### src/rtl/usr_pkg.sv
// Shared mode encodings and FSM state type for the universal shift register.
package usr_pkg;
  localparam logic [2:0] MODE_HOLD = 3'b000;
  localparam logic [2:0] MODE_SHR  = 3'b001;
  localparam logic [2:0] MODE_SHL  = 3'b010;
  localparam logic [2:0] MODE_LOAD = 3'b011;
  localparam logic [2:0] MODE_ROR  = 3'b100;
  localparam logic [2:0] MODE_ROL  = 3'b101;
  localparam logic [2:0] MODE_ASR  = 3'b110;
  localparam logic [2:0] MODE_CLR  = 3'b111;

  typedef enum logic {
    IDLE = 1'b0,
    RUN  = 1'b1
  } state_t;
endpackage

### src/rtl/usr_op_unit.sv
// Combinational next-value function of the shift register for one operation.
// Latency: zero (pure logic); backpressure: none.
module usr_op_unit
  import usr_pkg::*;
#(
  parameter int WIDTH = 8
) (
  input  logic [WIDTH-1:0] q,
  input  logic [2:0]       mode,
  input  logic [WIDTH-1:0] din,
  input  logic             sin_l,
  input  logic             sin_r,
  output logic [WIDTH-1:0] q_next
);

  always_comb begin
    q_next = q;
    case (mode)
      MODE_HOLD: q_next = q;
      MODE_SHR:  q_next = {sin_r, q[WIDTH-1:1]};
      MODE_SHL:  q_next = {q[WIDTH-2:0], sin_l};
      MODE_LOAD: q_next = din;
      MODE_ROR:  q_next = {q[0], q[WIDTH-1:1]};
      MODE_ROL:  q_next = {q[WIDTH-2:0], q[WIDTH-1]};
      MODE_ASR:  q_next = {q[WIDTH-1], q[WIDTH-1:1]};
      MODE_CLR:  q_next = '0;
      default:   q_next = q;
    endcase
  end

endmodule

### src/rtl/param_universal_shift_register.sv
// Universal shift register with single-cycle ops (en) and counted bursts (start/busy/done).
// Latency: en op lands on the sampling edge; burst ops on E1..EN after start at E0; start is dropped while busy.
module param_universal_shift_register
  import usr_pkg::*;
#(
  parameter int WIDTH = 8,
  parameter int CNT_W = 4
) (
  input  logic             clk,
  input  logic             rst,
  input  logic             en,
  input  logic [2:0]       mode,
  input  logic [WIDTH-1:0] din,
  input  logic             sin_r,
  input  logic             sin_l,
  input  logic             start,
  input  logic [CNT_W-1:0] count,
  output logic [WIDTH-1:0] q,
  output logic             sout_r,
  output logic             sout_l,
  output logic             busy,
  output logic             done
);

  state_t           state;
  logic [2:0]       mode_r;
  logic [CNT_W-1:0] remaining;
  logic [2:0]       op_mode;
  logic [WIDTH-1:0] q_next;

  // Bursts replay the latched mode; idle single ops use the live mode.
  assign op_mode = (state == RUN) ? mode_r : mode;

  usr_op_unit #(.WIDTH(WIDTH)) u_op (
    .q      (q),
    .mode   (op_mode),
    .din    (din),
    .sin_l  (sin_l),
    .sin_r  (sin_r),
    .q_next (q_next)
  );

  always_ff @(posedge clk or posedge rst) begin
    if (rst) begin
      state     <= IDLE;
      mode_r    <= MODE_HOLD;
      remaining <= '0;
      q         <= '0;
      busy      <= 1'b0;
      done      <= 1'b0;
    end else begin
      done <= 1'b0;
      case (state)
        IDLE: begin
          if (start) begin
            if (count != '0) begin
              mode_r    <= mode;
              remaining <= count;
              state     <= RUN;
              busy      <= 1'b1;
            end else begin
              done <= 1'b1;
            end
          end else if (en) begin
            q <= q_next;
          end
        end
        RUN: begin
          q         <= q_next;
          remaining <= remaining - 1'b1;
          if (remaining == {{(CNT_W-1){1'b0}}, 1'b1}) begin
            state <= IDLE;
            busy  <= 1'b0;
            done  <= 1'b1;
          end
        end
        default: state <= IDLE;
      endcase
    end
  end

  assign sout_r = q[0];
  assign sout_l = q[WIDTH-1];

endmodule

### config.mk
export PLATFORM = sky130hd
export DESIGN_NAME = param_universal_shift_register
export DESIGN_NICKNAME = d
export VERILOG_FILES = /design/src/rtl/usr_pkg.sv /design/src/rtl/usr_op_unit.sv /design/src/rtl/param_universal_shift_register.sv
export SDC_FILE = /design/constraint.sdc
export NUM_CORES = 1
export LEC_CHECK = 0
export ABC_AREA = 1
export BUFFER_PORTS_ARGS = -buffer_cell sky130_fd_sc_hd__buf_2
export CELL_PAD_IN_SITES_DETAIL_PLACEMENT = 1
export CELL_PAD_IN_SITES_GLOBAL_PLACEMENT = 2
export CORE_ASPECT_RATIO = 2
export CORE_MARGIN = 2
export CORE_UTILIZATION = 25
export CTS_CLUSTER_SIZE = 10
export DETAILED_ROUTE_END_ITERATION = 16
export PLACE_DENSITY = 0.85
export SLEW_MARGIN = 20
export SYNTH_ARGS = -nofsm -noshare
export SYNTH_HDL_FRONTEND = slang
export SYNTH_SLANG_ARGS = --single-unit
### constraint.sdc
create_clock -name clk -period 1.25 [get_ports clk]
set_input_delay 0.0625 -clock clk [delete_from_list [all_inputs] [get_ports clk]]
set_output_delay 0.0625 -clock clk [all_outputs]
set_load 0.01 [all_outputs]
Word level (Yosys, flattened, before mapping)
Index checks and enable logic that the tools add are counted.
{"block": "word_totals", "regBits": 18, "inputBits": 21, "output_inout_bits": 12}
{"block": "op_classes", "n_addsub": 1, "eq_ne": 13, "mux": 20, "bitwise": 1, "reduce_logical": 6}
{"cell": "$pmux W8 S8", "n": 1}
{"cell": "$mux W8", "n": 2}
{"cell": "$pmux W8 S2", "n": 1}
{"cell": "$eq A3 B3 Y1 const B", "n": 4}
{"cell": "$mux W1", "n": 9}
{"cell": "$mux W4", "n": 2}
{"cell": "$ne A2 B2 Y1 const B", "n": 4}
{"cell": "$pmux W4 S2", "n": 1}
{"cell": "$eq A3 B2 Y1 const B", "n": 2}
{"cell": "$pmux W1 S2", "n": 3}
{"cell": "$reduce_and A3 Y1", "n": 2}
{"cell": "$eq A4 B1 Y1 const B", "n": 1}
{"cell": "$reduce_and A2 Y1", "n": 2}
{"cell": "$reduce_bool A4 Y1", "n": 1}
{"cell": "$sub A4 B1 Y4 const B", "n": 1}
{"cell": "$eq A3 B1 Y1 const B", "n": 1}
{"cell": "$logic_not A3 Y1", "n": 1}
{"cell": "$mux W3", "n": 1}
{"cell": "$ne A2 B1 Y1 const B", "n": 1}
{"cell": "$not A1 Y1", "n": 1}

Longest topological paths before layout
Gate-level depths: netlist of the first run.
{"block": "depth", "ltp_word": 6, "ltp_mapped": 10, "ltp_nobuf": 9}

By module
From an unflattened synthesis of the first run, not the netlist that was laid out.
{"block": "hier_totals", "cells_unflattened": 225, "area_unflattened_um2": 1659.1}
{"mod": "param_universal_shift_register", "n_inst": 1, "cells_per_inst": 105, "area_each_um2": 954.7}
{"mod": "usr_op_unit", "n_inst": 1, "cells_per_inst": 120, "area_each_um2": 704.4}

Least setup slack after synthesis of the first run
No wires, ideal clock.
{"block": "synth_timing", "path_kind": "reg-to-reg", "start": "reg state", "end": "reg q[0]", "arrival_ns": 1.170, "required_time_ns": 1.133, "setup_slack_ns": -0.037, "path_stages_with_launch": 11, "path_buffers": 2, "period_less_slack_ns": 1.287, "cell_sequence": "dfrtp_1 > buf_6 > nand2_4 > nand2_8 > nand3_2 > nand2_2 > inv_2 > buf_6 > nand2_1 > nor2_1 > nor2_1"}
{"block": "synth_between", "elab_chain_len": 6, "word_cells_on_any_way": 17, "classes_between": "9 x eq/ne; 5 x mux; 1 x bitwise; 2 x reduce/logical"}
{"item": "from (decl)", "line_no": "param_universal_shift_register.sv:25", "rtl": "state_t state;"}
{"item": "from (signal assigned)", "line_no": "param_universal_shift_register.sv:45", "rtl": "state <= IDLE;"}
{"item": "from (signal assigned)", "line_no": "param_universal_shift_register.sv:59", "rtl": "state <= RUN;"}
{"item": "from (signal assigned)", "line_no": "param_universal_shift_register.sv:72", "rtl": "state <= IDLE;"}
{"item": "$mux W3", "line_no": "param_universal_shift_register.sv:32", "rtl": "assign op_mode = (state == RUN) ? mode_r : mode;"}
{"item": "$eq A3 B3 Y1 (tied with other cells)", "line_no": "usr_op_unit.sv:18", "rtl": "case (mode)"}
{"item": "$pmux W8 S8", "line_no": "usr_op_unit.sv:18"}
{"item": "$mux W8", "line_no": "param_universal_shift_register.sv:64", "rtl": "end else if (en) begin"}
{"item": "$mux W8", "line_no": "param_universal_shift_register.sv:55", "rtl": "if (start) begin"}
{"item": "$pmux W8 S2", "line_no": "param_universal_shift_register.sv:53", "rtl": "case (state)"}
{"item": "to (signal assigned)", "line_no": "param_universal_shift_register.sv:65", "rtl": "q <= q_next;"}
{"item": "to (signal assigned)", "line_no": "param_universal_shift_register.sv:69", "rtl": "q <= q_next;"}
{"item": "to (decl)", "line_no": "param_universal_shift_register.sv:18", "rtl": "output logic [WIDTH-1:0] q,"}
Several ways; a longest one is shown, not always the timed one. The select of a mux whose other input is x is not followed.
A chain may end at the register's enable or synchronous reset.

Worst setup path in the final report of the first run
Ends and elaborated chain as after synthesis.

==> results of run 1 <==
[per-stage QoR]
stage,worst slack (ns),total power [mW],instance area (um2),cells,hold slack [ns]
final,-0.151,5.94,1820,281,0.0291
after global routing,-0.272,6.53,1820,281,0.0448
after CTS,-0.136,5.52,1700,279,0.0240
after detailed placement,-0.198,4.71,1540,271,0.110
after global placement,-0.182,4.61,1540,271,0.102
after floorplan,-0.0263,3.57,1220,172,0.00107
[cell families after synthesis]
family,Yosys count,share of synthesized area
buffers and inverters,23,0.0897
AOI/OAI and AO/OA,10,0.0484
DFF,18,0.371
and+or+nand+nor,117,0.454
adders and majority gates,2,0.0206
xor gates and xnor gates,1,0.00722
muxes,1,0.00928
[flip-flops by register name, indices dropped and copies added (netlist names)]
| signal | flops |
|---|---|
| mode_r | 3 |
| state | 1 |
| q | 8 |
| done | 1 |
| remaining | 4 |
| busy | 1 |
[cell usage after synthesis (2+ instances only)]
library cell	instances	area [um2]
nand4_1	3	18.8
inv_2	2	7.51
o21ai_0	5	25.0
nand2_1	55	206
o211ai_1	2	15.0
nand2_4	3	33.8
inv_1	17	63.8
nor2_2	2	12.5
ha_1	2	25.0
buf_6	2	22.5
dfrtp_1	18	450
nand2_2	7	43.8
nand3_1	16	80.1
buf_4	2	15.0
a21oi_1	2	10.0
nor2_1	28	105
[what timing repair did]
item	CTS	global route
endpoints found under the setup margin	16	16
setup buffers	4	1
resized for setup	20	32
hold endpoints to repair	18	0
cloned	0	1
hold buffers	1	0
pin swaps	9	13
[worst register-to-register path: stages, from the launching register on]
cell and delay, ns:
dfrtp_2 0.45, clkinv_4 0.13, nand2_4 0.11, nand2_8 0.07, buf_12 0.13, nor2_8 0.17, nand2_1 0.09, nand3_1 0.08
nor2_1 0.04, nor2_1 0.07
[metal layers]
metal | wire, um | up-vias
met5 | 0 | -
met4 | 87 | 0
met3 | 126 | 9
met2 | 2550 | 26
met1 | 1230 | 631
li1 | - | 650
[final timing paths]
kind                       depth (start not counted)  slack [ns]           end
max reg2reg                                        9       -0.15          q[0]
max in group asynchronous                          4        0.65         state
min in group asynchronous                          4        0.37          q[0]
min reg2reg                                        2        0.49          busy
max                                                9       -0.15          q[0]
min                                                2        0.03  remaining[2]
[power breakdown]
part	switching (mW)	internal, mW
logic	2.50	1.80
registers	0.301	0.915
clock network	0.211	0.215
total	3.01	2.93
[cell type report]
cell class | instances | area [um2] | share of cell area
clock buffers | 3 | 41.3 | 0.0227
inverters | 19 | 81.3 | 0.0447
multi-input cells | 131 | 810 | 0.445
flip-flops and latches | 18 | 452 | 0.248
well taps | 55 | 68.8 | 0.0379
repair buffers | 54 | 359 | 0.198
repair inverters | 1 | 6.26 | 0.00344
==> impl_metrics.json, run 1 <==
{
  "ys_ff_latch": 18,
  "rsz0062_at_grt": "yes",
  "wire_per_inst_um": 14.2,
  "clk_latency_ns": 0.26,
  "drv_cap": 0,
  "cts.sinks": 18,
  "cts_max_level": 1,
  "hp-start": "count[2]",
  "path_max_fanout": 7,
  "utilization": 0.392,
  "grt_overflow": 0,
  "cp_top_family": "simple AND/OR/NAND/NOR gates",
  "hold_class": "in -> reg",
  "worst_slew_pin_slew_ns": 0.262,
  "clockBufferDepth": 2,
  "layout_commonest_cell": "nand2_1",
  "use_met1": 0.139,
  "worstSetupPathType": "reg -> reg",
  "crit_path_start": "state",
  "synth_edf_count": 0,
  "initial_utilization": 0.261,
  "synth.distinct_cells": 22,
  "cp.required_ns": 1.45,
  "port_buffers": 32,
  "p_per_area_mw_per_mm2": 3270,
  "die_area_mm2": 0.00546,
  "skew_ns": 0.00251,
  "cp_data_arrival_time_ns": 1.60,
  "outcome": "finished with violations",
  "rows": 35,
  "routed_via_density": 4.68,
  "synthArstFlopShare": 1.00,
  "wirelength_mm": 3.99,
  "ys_seq_area_frac": 0.371,
  "met3_usage": 0.0246,
  "syn_area_mm2": 0.00121,
  "die-height_um": 103,
  "root_buffer": "clkbuf_8",
  "io_pins": 33,
  "syn_inst": 172,
  "drtPass1Iterations": 1,
  "grt_start_max_net_pins": 19,
  "finalNetCount": 251,
  "ir_drop_mv": 1.53,
  "yosys_warnings": 0,
  "use_met2": 0.339,
  "drt-initial-drc-count": 0,
  "hold_viol": 0,
  "min_period_over_period": 1.12,
  "gp_congestion": 0.722,
  "cp_common_cell": "nor2_1",
  "p_leak_nw": 0.970,
  "setup_viol": 14,
  "slew_headroom": 0.825,
  "dp_hpwl_mm": 3.03,
  "cp_slowest_cell": "dfrtp_2",
  "grt_pass1_vias": 1478,
  "area_growth_pct": 49.8,
  "synth_ff_type": "dfrtp_1",
  "max_clock_freq_ghz": 0.714,
  "drive_gt1_frac": 0.438,
  "core-area_mm2": 0.00464,
  "final_cell_mix": "40 x nand2_1, 32 x buf_2, 25 x nor2_1",
  "final_antenna_net_count": 0,
  "grt-busiest-layer": "met2",
  "cp.buffers_inverters": 2,
  "antenna_found_initial": 0,
  "syn_area_per_cell_um2": 7.06,
  "grt_usage": 0.161,
  "grt_pass1_wl_mm": 6.48,
  "tns_ns": -1.24,
  "antennaDiodeCount": 0,
  "via_count": 1316,
  "drc": 0,
  "clk_pin_slew_ns": 0.07,
  "cts_tree": "built",
  "die_w_um": 53.3,
  "worst_setup_path_end_kind": "register",
  "violations": "negative setup slack",
  "critPathMaxStageDelay_ns": 0.45,
  "syn_nets": 195,
  "crit_path_start_kind": "register",
  "drv_slew": 0,
  "final.min_clock_period_ns": 1.40,
  "reg2reg_from": "state",
  "cts_buffers": 3,
  "fillers": 610,
  "path_cells": "clkinv_4 -> nand2_4 -> nand2_8 -> buf_12 -> nor2_8 -> nand2_1 -> nand3_1 -> nor2_1 -> nor2_1",
  "timing.final.ws_setup_ns": -0.151
}
Power figures use the tool's default switching activity.
==> run 2: changes to the inputs <==
--- a/config.mk
+++ b/config.mk
@@ -15,6 +15,7 @@
 export CTS_CLUSTER_SIZE = 10
 export DETAILED_ROUTE_END_ITERATION = 16
 export PLACE_DENSITY = 0.85
+export REMOVE_ABC_BUFFERS = 1
 export SLEW_MARGIN = 20
 export SYNTH_ARGS = -nofsm -noshare
 export SYNTH_HDL_FRONTEND = slang
==> run 2 against run 1 <==
The flow still finishes with violations (negative setup slack); core utilization decreased by 1.5 points; final cell count decreased by 1.8%; cell area decreased by 3.9%; power decreased by 4.0%; largest power group unchanged; critical path depth unchanged; clock skew increased by 0.00057 ns.
==> impl_metrics.json, run 2 (synthesis gave the netlist of run 1 again) <==
{
  "antennaDiodeCount": 0,
  "drive_gt1_frac": 0.407,
  "max_clock_freq_ghz": 0.721,
  "drt-initial-drc-count": 17,
  "initial_utilization": 0.261,
  "drtPass1Iterations": 4,
  "grt_overflow": 0,
  "antenna_found_initial": 0,
  "via_count": 1263,
  "grt_pass1_wl_mm": 6.18,
  "cts_max_level": 1,
  "layout_commonest_cell": "nand2_1",
  "die-height_um": 103,
  "crit_path_start_kind": "register",
  "core-area_mm2": 0.00464,
  "clk_latency_ns": 0.26,
  "timing.final.ws_setup_ns": -0.138,
  "critPathMaxStageDelay_ns": 0.48,
  "largest_register_ffs": 8,
  "final_cell_mix": "43 x nand2_1, 32 x buf_2, 26 x nor2_1",
  "drv_slew": 0,
  "finalNetCount": 246,
  "violations": "negative setup slack",
  "hold_class": "in -> reg",
  "path_max_fanout": 7,
  "final_antenna_net_count": 0,
  "cts_buffers": 3,
  "grt_pass1_vias": 1390,
  "clk_pin_slew_ns": 0.07,
  "setup_viol": 13,
  "final.min_clock_period_ns": 1.39,
  "cp_slowest_cell": "dfrtp_2",
  "skew_ns": 0.00308,
  "rows": 35,
  "worst_setup_path_end_kind": "register",
  "area_growth_pct": 43.9,
  "clockBufferDepth": 2,
  "rsz0062_at_grt": "yes",
  "min_period_over_period": 1.11,
  "grt_usage": 0.157,
  "p_per_area_mw_per_mm2": 3260,
  "worst_slew_pin_slew_ns": 0.264,
  "tns_ns": -1.14,
  "die_area_mm2": 0.00546,
  "top_regs": "q (8), remaining (4), mode_r (3)",
  "port_buffers": 32,
  "cp_data_arrival_time_ns": 1.58,
  "drv_cap": 0,
  "worstSetupPathType": "reg -> reg",
  "cts_tree": "built",
  "path_cells": "buf_6 -> nand2_4 -> nand2_8 -> buf_6 -> nor2_8 -> nand2_1 -> nand2_1 -> nor2_1 -> nor2_1",
  "ir_drop_mv": 1.16,
  "holdWs_ns": 0.0461,
  "grt_start_max_net_pins": 19,
  "die_w_um": 53.3,
  "cp.required_ns": 1.44,
  "wire_per_inst_um": 14.1,
  "root_buffer": "clkbuf_8",
  "gp_congestion": 0.745,
  "outcome": "finished with violations",
  "regMostFlops": "q",
  "hold_viol": 0,
  "utilization": 0.376,
  "cts.sinks": 18,
  "io_pins": 33,
  "dp_hpwl_mm": 2.94,
  "whs_path_depth": 2,
  "wirelength_mm": 3.91,
  "drc": 0,
  "p_leak_nw": 0.937,
  "routed_via_density": 4.58,
  "slew_headroom": 0.824,
  "r2r_cells": 9
}
==> run 2: worst paths after layout <==
| path | endpoint | startpoint | slack, ns |
|---|---|---|---|
| setup / recovery | q[4] | state | -0.14 |
| hold / removal | remaining[2] | count[2] | 0.05 |
| setup reg to reg | q[4] | state | -0.14 |
| hold reg to reg | busy | busy | 0.48 |
| max in group asynchronous | state | rst | 0.63 |
| min in group asynchronous | q[1] | rst | 0.38 |
==> run 2: power by group <==
group	total, mW	internal [mW]	switching (mW)
clock	0.424	0.215	0.209
sequential	1.22	0.915	0.307
combinational	4.05	1.67	2.39
==> run 2: per-stage QoR <==
stage	instance area (um2)	power [mW]	setup WS [ns]	cells
2_1_floorplan	1180	3.39	-0.210	168
3_5_place_dp	1520	4.57	-0.196	270
4_1_cts	1680	5.46	-0.130	275
6_report	1750	5.70	-0.138	276
5_1_grt	1750	6.30	-0.250	276
3_3_place_gp	1520	4.50	-0.177	270
==> run 2: critical path: cells and delay by family, from the launching register on <==
family,cells,cell delay (ns)
buf+inv,2,0.28
flops,1,0.48
simple gates,7,0.57
==> run 2: area by class of cell <==
cell class,count,area (um2)
clock buffers,3,41.3
fillers,616,2900
inverters,19,81.3
multi-input cells,131,796
flip-flops and latches,18,452
well taps,55,68.8
repair buffers,49,302
repair inverters,1,6.26
==> run 2: repair_timing <==
action,in CTS,in global routing
endpoints found under the hold margin,18,0
gates resized for setup,25,20
pin swaps,7,8
setup buffers,1,0
hold buffers,1,0
cloned,0,1
endpoints found under the setup margin,15,15
==> run 2: metal layers <==
metal | wire (um) | up-vias | global-route usage
met4 | 68 | 0 | 0.0592
met2 | 2470 | 27 | 0.330
met3 | 104 | 5 | 0.0159
met1 | 1260 | 597 | 0.140
met5 | 0 | - | 0
li1 | - | 634 | -
==> run 3: changes to the inputs <==
--- a/config.mk
+++ b/config.mk
@@ -5,16 +5,15 @@
 export SDC_FILE = /design/constraint.sdc
 export NUM_CORES = 1
 export LEC_CHECK = 0
-export ABC_AREA = 1
 export BUFFER_PORTS_ARGS = -buffer_cell sky130_fd_sc_hd__buf_2
 export CELL_PAD_IN_SITES_DETAIL_PLACEMENT = 1
 export CELL_PAD_IN_SITES_GLOBAL_PLACEMENT = 2
 export CORE_ASPECT_RATIO = 2
 export CORE_MARGIN = 2
-export CORE_UTILIZATION = 25
+export CORE_UTILIZATION = 27
 export CTS_CLUSTER_SIZE = 10
 export DETAILED_ROUTE_END_ITERATION = 16
-export PLACE_DENSITY = 0.85
+export PLACE_DENSITY = 0.84
 export REMOVE_ABC_BUFFERS = 1
 export SLEW_MARGIN = 20
 export SYNTH_ARGS = -nofsm -noshare
==> run 3 against run 2 <==
The flow still finishes with violations (negative setup slack); core utilization grew 4.1 points; final cell count fell by 19%; non-clock buffer count grew 13; maximum frequency down 15%; synthesized cell count decreased by 36%; cell area down 4.4%; critical path type unchanged; highest routed layer unchanged.
==> impl_metrics.json, run 3 <==
{
  "synth_compound_area_frac": 0.258,
  "grt_start_max_net_pins": 19,
  "rsz0062_at_grt": "yes",
  "clockBufferDepth": 2,
  "drtPass1Iterations": 4,
  "synth_top_family_by_area": "compound AO/OA/AOI/OAI gates",
  "synth_common_cells": "18 x dfrtp_1, 10 x nor2_1, 10 x o21ai_0",
  "hold_viol": 0,
  "clk_latency_ns": 0.26,
  "synthArstFlopShare": 1.00,
  "max_clock_freq_ghz": 0.609,
  "root_buffer": "clkbuf_8",
  "cp_slowest_cell": "dfrtp_2",
  "gp_congestion": 0.771,
  "core-area_mm2": 0.00401,
  "synth_edf_count": 0,
  "die_w_um": 49.3,
  "yosysMostFrequentCell": "dfrtp_1",
  "port_buffers": 32,
  "synthAdderAreaFrac": 0.0225,
  "routed_via_density": 5.22,
  "antennaDiodeCount": 0,
  "syn_area_mm2": 0.00111,
  "synthTopCellsByArea": "dfrtp_1 41%, a22oi_1 4.7%, o21ai_0 4.5%",
  "grt_pass1_vias": 1201,
  "cts.sinks": 18,
  "wirelength_mm": 3.63,
  "io_pins": 33,
  "dp_hpwl_mm": 2.45,
  "drv_slew": 0,
  "initial_utilization": 0.277,
  "drive_gt1_frac": 0.468,
  "path_cells": "mux2_4 -> buf_6 -> o32a_4 -> a31oi_1",
  "crit_path_start_kind": "register",
  "ir_drop_mv": 1.46,
  "cp_top_family": "compound AO/OA/AOI/OAI gates",
  "hold_class": "in -> reg",
  "violations": "negative setup slack",
  "final.min_clock_period_ns": 1.64,
  "synth_xor_area_frac": 0.0237,
  "wire_per_inst_um": 16.3,
  "hp-start": "din[3]",
  "area_growth_pct": 50.5,
  "synth_top_cell_area_share": 0.406,
  "cp.required_ns": 1.43,
  "top_regs": "q (8), remaining (4), mode_r (3)",
  "die-height_um": 94.7,
  "regMostFlops": "q",
  "ys_seq_area_frac": 0.406,
  "syn_inst": 110,
  "grt_pass1_wl_mm": 5.89,
  "fillers": 478,
  "skew_ns": 0.00362,
  "via_count": 1163,
  "fin_cells": 223,
  "largest_register_ffs": 8,
  "cts_max_level": 1,
  "antenna_found_initial": 0,
  "p_leak_nw": 0.761,
  "grt_usage": 0.162,
  "drv_cap": 0,
  "drc": 0,
  "finalNetCount": 196,
  "clk_pin_slew_ns": 0.08,
  "worst_slew_pin_slew_ns": 0.402,
  "yosys.area_share.simple": 0.122,
  "critPathMaxStageDelay_ns": 0.47,
  "synth.distinct_cells": 35,
  "min_period_over_period": 1.31,
  "dpl_cell_area_mm2": 0.00148,
  "grt_overflow": 0,
  "cts_buffers": 3,
  "cp_data_arrival_time_ns": 1.82,
  "yosysTopAreaCell": "dfrtp_1",
  "place_inst": 214,
  "crit_path_start": "state",
  "cts_tree": "built",
  "rows": 33,
  "p_per_area_mw_per_mm2": 3030,
  "timing.final.ws_setup_ns": -0.391,
  "drt-initial-drc-count": 16,
  "cp.buffers_inverters": 1,
  "syn_area_per_cell_um2": 10.1,
  "worst_setup_path_end_kind": "register",
  "yosys_warnings": 0,
  "die_area_mm2": 0.00467,
  "final_cell_mix": "32 x buf_2, 25 x buf_4, 17 x dfrtp_1",
  "layout_commonest_cell": "buf_2",
  "tns_ns": -4.30,
  "slew_headroom": 0.732,
  "reg2reg_from": "state",
  "final_antenna_net_count": 0,
  "synth_mux_area_frac": 0.114,
  "ys_ff_latch": 18,
  "worstSetupPathType": "reg -> reg",
  "path_max_fanout": 7,
  "stdcell_area_mm2": 0.00167,
  "setup_viol": 13,
  "outcome": "finished with violations",
  "synth_ff_type": "dfrtp_1"
}
-- run 3: cell types whose count changed after synthesis, sizes merged, moves of 4 or more --
cell and change:
nor2 -21, mux2i +4, mux2 +5, nand2 -62, inv -14, nor3 +4, o21ai +5, a31oi +7
nand3 -16, a22oi +7
-- run 3: timing repair --
action | CTS | global route
pin swaps | 2 | 4
setup endpoints to repair | 14 | 13
hold buffers | 1 | 0
gates cloned | 1 | 0
buffers inserted | 3 | 1
resized for setup | 14 | 7
endpoints found under the hold margin | 18 | 0
-- run 3: logic make-up (layout without fill, tap and decap cells) --
group | after synthesis | in the layout
AOI/OAI and AO/OA | 41 | 42
and+or+nand+nor | 26 | 26
DFF | 18 | 18
muxes | 10 | 10
buffers and inverters | 10 | 70
xor gates and xnor gates | 3 | 3
adders and majority gates | 2 | 2
-- run 3: cell type report --
class | count | area, um2 | area share
multi-input combinational | 83 | 687 | 0.411
sequential | 18 | 452 | 0.270
timing repair buffer | 62 | 407 | 0.243
tap | 52 | 65.1 | 0.0390
clock buffer | 3 | 41.3 | 0.0247
inverter | 5 | 18.8 | 0.0112
-- run 3: path summary, 6_finish.rpt --
kind	to	slack [ns]	cells after the start
setup / recovery	q[1]	-0.39	4
hold / removal	q[3]	0.1	3
setup reg to reg	q[1]	-0.39	4
hold reg to reg	busy	0.49	1
max in group asynchronous	state	0.66	4
min in group asynchronous	q[7]	0.37	4
-- run 3: per-stage QoR --
stage	utilization	hold WS (ns)	power, mW	setup slack [ns]
detailed placement	0.370	0.105	4.02	-0.491
global route	0.417	0.125	5.43	-0.455
global placement	0.370	0.0914	3.91	-0.455
finish	0.417	0.0952	5.06	-0.391
floorplan	-	0.00107	2.91	-0.493
CTS	0.409	0.117	4.88	-0.367
-- run 3: worst register-to-register path: cells and delay by family (launching register included) --
kind / cells / cell delay (ns)
compound gates: 2 / 0.61
buf+inv: 1 / 0.13
flops: 1 / 0.47
mux: 1 / 0.36
-- run 3: power breakdown --
group	leakage [nW]	internal [mW]	switching [mW]	total, mW
logic	0.527	1.71	1.68	3.39
registers	0.212	0.911	0.322	1.23
clock network	0.0216	0.215	0.220	0.435
-- run 3: layer usage --
metal	part of all wire	GRT usage	up-vias
met1	0.42	0.198	581
li1	-	-	543
met4	0.012	0.0357	0
met5	0	0	-
met3	0.039	0.0237	5
met2	0.53	0.295	34
